$ cat config.mk
export PLATFORM = sky130hd
export DESIGN_NAME = uart_frame_parser
export DESIGN_NICKNAME = d
export VERILOG_FILES = /design/src/rtl/uart_pkg.sv /design/src/rtl/frame_payload_buf.sv /design/src/rtl/uart_frame_parser.sv
export SDC_FILE = /design/constraint.sdc
export NUM_CORES = 1
export LEC_CHECK = 0
export BUFFER_PORTS_ARGS = -buffer_cell sky130_fd_sc_hd__buf_2
export CORE_ASPECT_RATIO = 0.7
export CORE_UTILIZATION = 55
export CTS_BUF_LIST = sky130_fd_sc_hd__clkbuf_8
export CTS_CLUSTER_SIZE = 14
export DETAILED_ROUTE_END_ITERATION = 10
export PLACE_DENSITY = 0.73
export SYNTH_ARGS = -nofsm -noshare
export SYNTH_HDL_FRONTEND = slang
export SYNTH_SLANG_ARGS = --single-unit
$ cat constraint.sdc
create_clock -name clk -period 2.6 [get_ports clk]
set_input_delay 0.13 -clock clk [delete_from_list [all_inputs] [get_ports clk]]
set_output_delay 0.13 -clock clk [all_outputs]
set_load 0.01 [all_outputs]
$ cat src/rtl/uart_pkg.sv
// Shared types for the UART frame parser: parser states, error causes and
// the default frame start marker.
package uart_pkg;

    typedef enum logic [2:0] {
        ST_HUNT    = 3'd0,
        ST_CMD     = 3'd1,
        ST_LEN     = 3'd2,
        ST_PAYLOAD = 3'd3,
        ST_CHECK   = 3'd4,
        ST_HOLD    = 3'd5
    } frame_state_t;

    typedef enum logic [1:0] {
        ERR_NONE    = 2'b00,
        ERR_CHKSUM  = 2'b01,
        ERR_LEN     = 2'b10,
        ERR_TIMEOUT = 2'b11
    } frame_err_t;

    localparam logic [7:0] SYNC_BYTE_DEFAULT = 8'hA5;

endpackage

$ cat src/rtl/frame_payload_buf.sv
// Payload register file: synchronous write, combinational read.
// Contents are never reset; stale entries past the frame length are
// simply left behind for the next frame to overwrite.
module frame_payload_buf #(
    parameter int DATA_WIDTH = 8,
    parameter int DEPTH      = 16,
    parameter int AW         = 4
) (
    input  logic                  clk,
    input  logic                  we,
    input  logic [AW-1:0]         waddr,
    input  logic [DATA_WIDTH-1:0] wdata,
    input  logic [AW-1:0]         raddr,
    output logic [DATA_WIDTH-1:0] rdata
);

    logic [DATA_WIDTH-1:0] r_mem [DEPTH];

    // Write one payload byte per strobe
    always_ff @(posedge clk) begin
        if (we) begin
            r_mem[waddr] <= wdata;
        end
    end

    assign rdata = r_mem[raddr];

endmodule

$ cat src/rtl/uart_frame_parser.sv
// Frame parser downstream of the UART receiver. Delimits
// SYNC, CMD, LEN, payload[LEN], CHK frames, verifies the XOR checksum and
// holds each good frame for the loader behind a valid/ready handshake.
module uart_frame_parser
    import uart_pkg::*;
#(
    parameter int                    DATA_WIDTH     = 8,
    parameter int                    MAX_LEN        = 16,
    parameter logic [DATA_WIDTH-1:0] SYNC_BYTE      = SYNC_BYTE_DEFAULT,
    parameter int                    TIMEOUT_CYCLES = 100000,
    parameter int                    AW             = (MAX_LEN > 1) ? $clog2(MAX_LEN) : 1
) (
    input  logic                  clk,
    input  logic                  arst_n,
    input  logic                  rx_done,
    input  logic [DATA_WIDTH-1:0] rx_data,
    output logic                  frame_valid,
    input  logic                  frame_ready,
    output logic [DATA_WIDTH-1:0] frame_cmd,
    output logic [DATA_WIDTH-1:0] frame_len,
    input  logic [AW-1:0]         buf_addr,
    output logic [DATA_WIDTH-1:0] buf_data,
    output logic                  err,
    output logic [1:0]            err_code,
    output logic                  overrun
);

    localparam int TW = $clog2(TIMEOUT_CYCLES) + 1;
    localparam logic [TW-1:0]         TMAX   = TW'(TIMEOUT_CYCLES - 1);
    localparam logic [DATA_WIDTH-1:0] LENMAX = DATA_WIDTH'(MAX_LEN);

    frame_state_t          r_state,    w_state;
    logic [DATA_WIDTH-1:0] r_cmd,      w_cmd;
    logic [DATA_WIDTH-1:0] r_len,      w_len;
    logic [DATA_WIDTH-1:0] r_chk,      w_chk;
    logic [AW-1:0]         r_idx,      w_idx;
    logic [TW-1:0]         r_tcnt,     w_tcnt;
    logic                  r_err,      w_err;
    frame_err_t            r_err_code, w_err_code;
    logic                  r_overrun,  w_overrun;
    logic                  w_we;
    logic                  w_last;

    // The index is compared in byte width so LEN-1 lines up with it
    assign w_last = (DATA_WIDTH'(r_idx) == (r_len - DATA_WIDTH'(1)));

    // State and datapath registers; reset drops a held frame immediately
    always_ff @(posedge clk or negedge arst_n) begin
        if (!arst_n) begin
            r_state    <= ST_HUNT;
            r_cmd      <= '0;
            r_len      <= '0;
            r_chk      <= '0;
            r_idx      <= '0;
            r_tcnt     <= '0;
            r_err      <= 1'b0;
            r_err_code <= ERR_NONE;
            r_overrun  <= 1'b0;
        end else begin
            r_state    <= w_state;
            r_cmd      <= w_cmd;
            r_len      <= w_len;
            r_chk      <= w_chk;
            r_idx      <= w_idx;
            r_tcnt     <= w_tcnt;
            r_err      <= w_err;
            r_err_code <= w_err_code;
            r_overrun  <= w_overrun;
        end
    end

    // Next-state, checksum, index, timeout and pulse generation
    always_comb begin
        w_state    = r_state;
        w_cmd      = r_cmd;
        w_len      = r_len;
        w_chk      = r_chk;
        w_idx      = r_idx;
        w_tcnt     = r_tcnt;
        w_err      = 1'b0;
        w_err_code = ERR_NONE;
        w_overrun  = 1'b0;
        w_we       = 1'b0;

        case (r_state)
            ST_HUNT: begin
                w_tcnt = '0;
                if (rx_done && (rx_data == SYNC_BYTE)) begin
                    w_state = ST_CMD;
                end
            end

            ST_HOLD: begin
                w_tcnt = '0;
                if (rx_done) begin
                    w_overrun = 1'b1;
                end
                if (frame_ready) begin
                    w_state = ST_HUNT;
                end
            end

            ST_CMD, ST_LEN, ST_PAYLOAD, ST_CHECK: begin
                if (rx_done) begin
                    w_tcnt = '0;
                    case (r_state)
                        ST_CMD: begin
                            w_cmd   = rx_data;
                            w_chk   = rx_data;
                            w_state = ST_LEN;
                        end
                        ST_LEN: begin
                            if (rx_data > LENMAX) begin
                                w_err      = 1'b1;
                                w_err_code = ERR_LEN;
                                w_state    = ST_HUNT;
                            end else begin
                                w_len   = rx_data;
                                w_chk   = r_chk ^ rx_data;
                                w_idx   = '0;
                                w_state = (rx_data == '0) ? ST_CHECK : ST_PAYLOAD;
                            end
                        end
                        ST_PAYLOAD: begin
                            w_we  = 1'b1;
                            w_chk = r_chk ^ rx_data;
                            w_idx = r_idx + AW'(1);
                            if (w_last) begin
                                w_state = ST_CHECK;
                            end
                        end
                        default: begin
                            if (rx_data == r_chk) begin
                                w_state = ST_HOLD;
                            end else begin
                                w_err      = 1'b1;
                                w_err_code = ERR_CHKSUM;
                                w_state    = ST_HUNT;
                            end
                        end
                    endcase
                end else if (r_tcnt == TMAX) begin
                    w_tcnt     = '0;
                    w_err      = 1'b1;
                    w_err_code = ERR_TIMEOUT;
                    w_state    = ST_HUNT;
                end else begin
                    w_tcnt = r_tcnt + TW'(1);
                end
            end

            default: begin
                w_state = ST_HUNT;
            end
        endcase
    end

    frame_payload_buf #(
        .DATA_WIDTH (DATA_WIDTH),
        .DEPTH      (MAX_LEN),
        .AW         (AW)
    ) u_buf (
        .clk   (clk),
        .we    (w_we),
        .waddr (r_idx),
        .wdata (rx_data),
        .raddr (buf_addr),
        .rdata (buf_data)
    );

    assign frame_valid = (r_state == ST_HOLD);
    assign frame_cmd   = r_cmd;
    assign frame_len   = r_len;
    assign err         = r_err;
    assign err_code    = r_err_code;
    assign overrun     = r_overrun;

endmodule

# Word level (Yosys, flattened, before mapping)
# Memories as Yosys holds them, arrays and structs flattened.
# Cells that the tools add are included.
[word_totals] register_bits=53 ramBits=128 input_bits=16 output_inout_bits=29 mem_count=1
[memory_table] name="u_buf.r_mem" words=16 width=8 rd=1 rd_ports_with_merged_regs=0 write_ports=1 line="frame_payload_buf.sv:17" text="logic [DATA_WIDTH-1:0] r_mem [DEPTH];"
[op_classes] addsub=3 magnitude_cmp=1 n_eq_ne=14 muxes=36 n_bitwise=2 reduce_logical=14
[op_table] op="2-to-1 mux 18 bit" count=2
[op_table] op="one-hot mux 18 bit (2 select lines)" count=1
[op_table] op="2-to-1 mux 3 bit" count=8
[op_table] op="one-hot mux 8 bit (3 select lines)" count=1
[op_table] op="adder 18 x 1 -> 18 bit (second input constant)" count=1
[op_table] op="== test 18 x 17 -> 1 bit (second input constant)" count=1
[op_table] op="one-hot mux 3 bit (3 select lines)" count=2
[op_table] op="AND reduction 4 bit" count=4
[op_table] op="2-to-1 mux 1 bit" count=13
[op_table] op="== test 4 x 8 -> 1 bit" count=1
[op_table] op="== test 8 bit" count=1
[op_table] op="== test 8 bit (second input constant)" count=1
[op_table] op="greater-than comparator 8 x 5 -> 1 bit (second input constant)" count=1
[op_table] op="logical NOT 8 bit" count=1
[op_table] op="2-to-1 mux 2 bit" count=4
[op_table] op="2-to-1 mux 8 bit" count=1
[op_table] op="one-hot mux 4 bit (2 select lines)" count=1
[op_table] op="subtractor 8 x 1 -> 8 bit (second input constant)" count=1
[op_table] op="bitwise XOR 8 bit" count=1
[op_table] op="== test 3 x 2 -> 1 bit (second input constant)" count=2
[op_table] op="== test 3 bit (second input constant)" count=2
[op_table] op="adder 4 x 1 -> 4 bit (second input constant)" count=1
[op_table] op="2-to-1 mux 4 bit" count=1
[op_table] op="!= test 2 bit (second input constant)" count=2
[op_table] op="other kinds (14)" count=16

# Longest topological paths before layout
[logic_depth] depth_word=6 depth_mapped=8

# By module
# Synthesis repeated with hierarchy kept, for this count alone.
[unflattened] cells_unflattened=504 hier_area_um2=7835.0
[modules_own_cells] mod="frame_payload_buf" instances=1 cells_per_inst=221 area_per_inst_um2=4987.3 seq_area_each_um2=3843.7
[modules_own_cells] mod="uart_frame_parser" instances=1 cells_per_inst=283 area_per_inst_um2=2847.7 seq_area_each_um2=1326.3

# Least setup slack after synthesis
# OpenSTA, ideal clock, no wires.
[synth_timing] path_kind="register to register" from="register r_state[2]" to="memory u_buf.r_mem[0][0] (enable)" setup_time_ns=0.395 t_arrival_ns=1.780 required_ns=2.205 slack_ns=0.426 path_stages_with_launch=5 n_path_buf=1 cell_sequence="dfrtp_1 clkbuf_1 inv_1 nand4_1 nor4_1"
[synth_between] elab_chain_cells=6 word_cells_on_any_way=10 classes_between="eq/ne (4); mux (5); reduce/logical (1)"
[synth_lines] item="start, declared" line="uart_frame_parser.sv:32" text="frame_state_t r_state, w_state;"
[synth_lines] item="start signal, assigned" line="uart_frame_parser.sv:60" text="r_state <= w_state;"
[synth_lines] item="== test 3 x 2 -> 1 bit" line="uart_frame_parser.sv:85, uart_frame_parser.sv:106"
[synth_lines] item="2-to-1 mux 1 bit" line="uart_frame_parser.sv:106" text="case (r_state)"
[synth_lines] item="2-to-1 mux 1 bit" line="uart_frame_parser.sv:104" text="if (rx_done) begin"
[synth_lines] item="2-to-1 mux 1 bit *" line="uart_frame_parser.sv:85" text="case (r_state)"
[synth_lines] item="2-to-1 mux 1 bit *" line="frame_payload_buf.sv:21" text="if (we) begin"
[synth_lines] item="2-to-1 mux 1 bit (not written as such) *" line="frame_payload_buf.sv:22" text="r_mem[waddr] <= wdata;"
[synth_lines] item="end, declared" line="frame_payload_buf.sv:17"
# Mark *: on every way between the ends. The rest lies on a longest branch, timed or not.

# Worst setup path in the final report
[layout_timing] from="register r_state[2]" to="register r_tcnt[13]"
[layout_between] elab_chain_cells=3 word_cells_on_any_way=10 classes_between="eq/ne (5); mux (1); reduce/logical (4)"
[layout_lines] item="== test 3 x 1 -> 1 bit, or another cell as far along" line="uart_frame_parser.sv:85"
[layout_lines] item="OR reduction 4 bit / OR reduction 2 bit (equally long branches)"
[layout_lines] item="one-hot mux 18 bit (2 select lines) / nonzero test 2 bit (equally long branches)"
[layout_lines] item="end signal, assigned" line="uart_frame_parser.sv:65" text="r_tcnt <= w_tcnt;"
[layout_lines] item="end, declared" line="uart_frame_parser.sv:37" text="logic [TW-1:0] r_tcnt, w_tcnt;"
# Parallel ways exist; a longest one is shown, timed or not.
# A chain may end at the register's enable or synchronous reset.

==> results by group <==
Run status
  – Status: finished, final reports clean

Clock network
  – Post-CTS resize count: 0
  – Clock transition at path regs: 0.09 ns
  – Hold Buf Count CTS: 2
  – Cts bufs inserted: 17
  – Worst skew pair latency: around 0.45 ns
  – Root Driver: clkbuf_8
  – Clock sinks: 181
  – CTS tree: built
  – Postcts setup bufs: 0
  – CTS max path bufs: 2
  – H-tree depth: 4

Floorplan
  – Rows: 36
  – Initial core utilization: 0.563
  – Die W: 145 um
  – Core Area: between 10,000 and 15,000 sq um
  – Ports: 45
  – Die area: ~15,000 sq um
  – Chip Height: a little over 100 um

Final layout
  – Total inserted antenna cells: 0
  – # fillers: ~1,000
  – Register area: 5170 sq um
  – Commonest cells after routing, fill and taps aside: edfxtp_1 (128), dfrtp_1 (53), buf_2 (44), mux4_2 (40), nand2_1 (33)
  – Nets: a little under 600
  – Non-filler cells, final: between 700 and 800
  – Leading cell type in the layout, fill and taps excluded: edfxtp_1
  – Layout cells sized above 1: 0.277
  – Area of the multi-input gates: approximately 2500 sq um
  – P&R area growth vs syn: 12.7%

Setup path
  – Cell Chain, Critical Path: and2_0, nor4_1, nand4_1, nor2b_1, o21ai_0, o31ai_1
  – Levels on crit path: 6
  – Worst path max stage delay: about 0.56 ns
  – Critical Path RT: between 2 and 3 ns
  – Crit path DAT: 2.57 ns
  – CP max FO: 11
  – Critical path startpoint category: register
  – R2R depth: 6
  – Crit. End Element: register
  – Crit path buf inv count: 0
  – Slowest CP cell: nor4_1
  – Crit path max-delay family: simple AND/OR/NAND/NOR gates
  – Critical path class: register to register

GRT
  – Grt total ovfl: 0
  – Global-route wire length before repair: approximately 26,000 um
  – Largest net degree at the start of global routing: 33
  – Antenna violations before repair: 0
  – Number of global-route vias before repair: between 4,000 and 5,000
  – Total global-route track usage: 0.249

STA
  – Final Critical Period: around 2.2 ns
  – Fmax: 0.448 GHz
  – Final Slew Violations: 0
  – PnR worst setup slack: about 0.37 ns
  – Slew headroom: 0.531
  – Final worst-path cycle share: 0.858
  – Slew @ Worst Pin: 0.703 ns
  – Setup TNS: 0 ns
  – RSZ-0062 raised after global routing: false
  – Final Hold Viols: 0
  – # setup viols final: 0
  – Clk_skew: approximately 0.014 ns

Logic synthesis
  – Synth Flop Type: edfxtp_1
  – Synth Area in Compound Gates: 0.0361
  – Post-synth EDFFs: between 100 and 150
  – Post-synthesis simple-gate area fraction: 0.0957
  – Mux contribution to synthesized area: 0.148
  – Synth top area share: 0.491
  – Post-Synth Adder-Cell Area: 0.00959
  – Post-synth top area cell: edfxtp_1
  – Syn avg cell area: around 16 sq um
  – Syn Nets: around 530
  – Async set or reset register ratio after synthesis: 0.293
  – Cells after synthesis: between 500 and 600
  – Mapped Area: between 7000 and 8000 sq um
  – Synth Area in XOR/XNOR: 0.0280
  – Largest family of logic cells by synthesized area: multiplexers
  – Yosys warns: 0
  – Synth top area cells: edfxtp_1 (49%), dfrtp_1 (17%), mux4_2 (12%)
  – Yosys cell types: between 50 and 60
  – Sequential-to-total area share from yosys stat: 0.660
  – Synthesis-stage register bit count: between 150 and 200

Routing
  – Antenna Nets Post-Route: 0
  – First-pass DRT Iterations: 5
  – DRC: 0
  – Vias per cell: roughly 5.9
  – DR vias: about 4,600
  – WL/cell: around 22 um
  – Iter 0 DRT Violations: just under 400
  – Final WL: approximately 17,000 um

Run
  – Max cap viols: 0

Pwr
  – Pleak: 3.21 nW
  – Worst vdd ir: approximately 0.55 mV
  – Logic pwr share: 0.193
  – Clock power share: 0.284
  – Total power: ~7 mW
  – PwrDens: approximately 780 nW/um^2
  – Pint: between 4 and 5 mW
  – Reg power frac: 0.524
  – Switching share of power: 0.291
  – P_sw: approximately 2.0 mW

Placement
  – Cells after DPL: ~740
  – Worst slack, placed: a little under 0.4 ns
  – Placer congestion estimate: approximately 0.85
  – Final HPWL DP: about 11,000 um
  – Number of port buffers: 44

Hold path
  – Type of the worst min-delay path: primary input to register
  – WHS Path Cells: 1
[power by group through the flow]
| stage | sequential [mW] | combinational (mW) | clock [mW] |
|---|---|---|---|
| after CTS | 3.60 | 1.33 | 1.99 |
| after global placement | 3.63 | 1.26 | 0 |
| final | 3.60 | 1.32 | 1.95 |
| after global routing | 3.64 | 1.46 | 2.12 |
| after floorplan | 3.59 | 0.960 | 0 |
| after detailed placement | 3.65 | 1.32 | 0 |
[logic make-up after synthesis]
| group | count (synthesis) |
|---|---|
| DFF | 181 |
| buffers and inverters | 41 |
| xor gates and xnor gates | 25 |
| adders and majority gates | 6 |
| muxes | 62 |
| and+or+nand+nor | 142 |
| AOI/OAI and AO/OA | 47 |
[per-stage QoR]
step	hold WS, ns	util	cell area [sq um]
CTS	0.0430	0.634	8820
global placement	0.139	0.603	8390
floorplan	-0.166	-	7830
global route	0.0426	0.634	8820
detailed placement	0.153	0.603	8390
finish	0.0761	0.634	8820
[Yosys cell counts, types with 4 or more instances]
cell,count
xor2_1,14
nor2_1,32
a21oi_1,22
xnor2_1,11
clkbuf_1,15
mux2_4,5
mux4_2,40
inv_1,14
nor3_1,10
nor4_1,10
ha_1,6
nand4_1,10
dfrtp_1,53
edfxtp_1,128
buf_2,7
and2_1,4
nor2b_1,4
o21ai_0,11
and3_1,5
nand2_1,33
mux2i_1,8
mux2_2,9
nand3_1,9
[registers in the layout (all words and copies together) (netlist names)]
name         count
err              1
err_code         2
frame_cmd        8
frame_len        8
overrun          1
r_chk            8
r_idx            4
r_state          3
r_tcnt          18
u_buf.r_mem    128
[area by class of cell]
cell class / count / area share
Clock buffer: 17 / 0.0265
Inverter: 14 / 0.00595
Timing Repair Buffer: 73 / 0.0530
Multi-Input combinational cell: 282 / 0.281
Tap cell: 190 / 0.0269
Sequential cell: 181 / 0.586
Clock inverter: 15 / 0.0203
[layer usage]
| metal | GRT usage | wire length, um |
|---|---|---|
| met1 | 0.356 | 7360 |
| met2 | 0.378 | 7880 |
| met3 | 0.0670 | 1170 |
| met4 | 0.0794 | 206 |
| met5 | 0 | 0 |
[final timing paths]
check | endpoint | slack [ns] | startpoint
max in group asynchronous | r_tcnt[6] | 1.74 | arst_n
worst max register to register | r_tcnt[13] | 0.37 | r_state[2]
min in group asynchronous | frame_len[5] | 0.20 | arst_n
worst min register to register | frame_cmd[3] | 0.51 | frame_cmd[3]
worst min-delay path | u_buf.r_mem[10][3] | 0.08 | rx_data[3]
worst max-delay path | r_tcnt[13] | 0.37 | r_state[2]
Note: power is estimated with default switching activity, not from simulation.
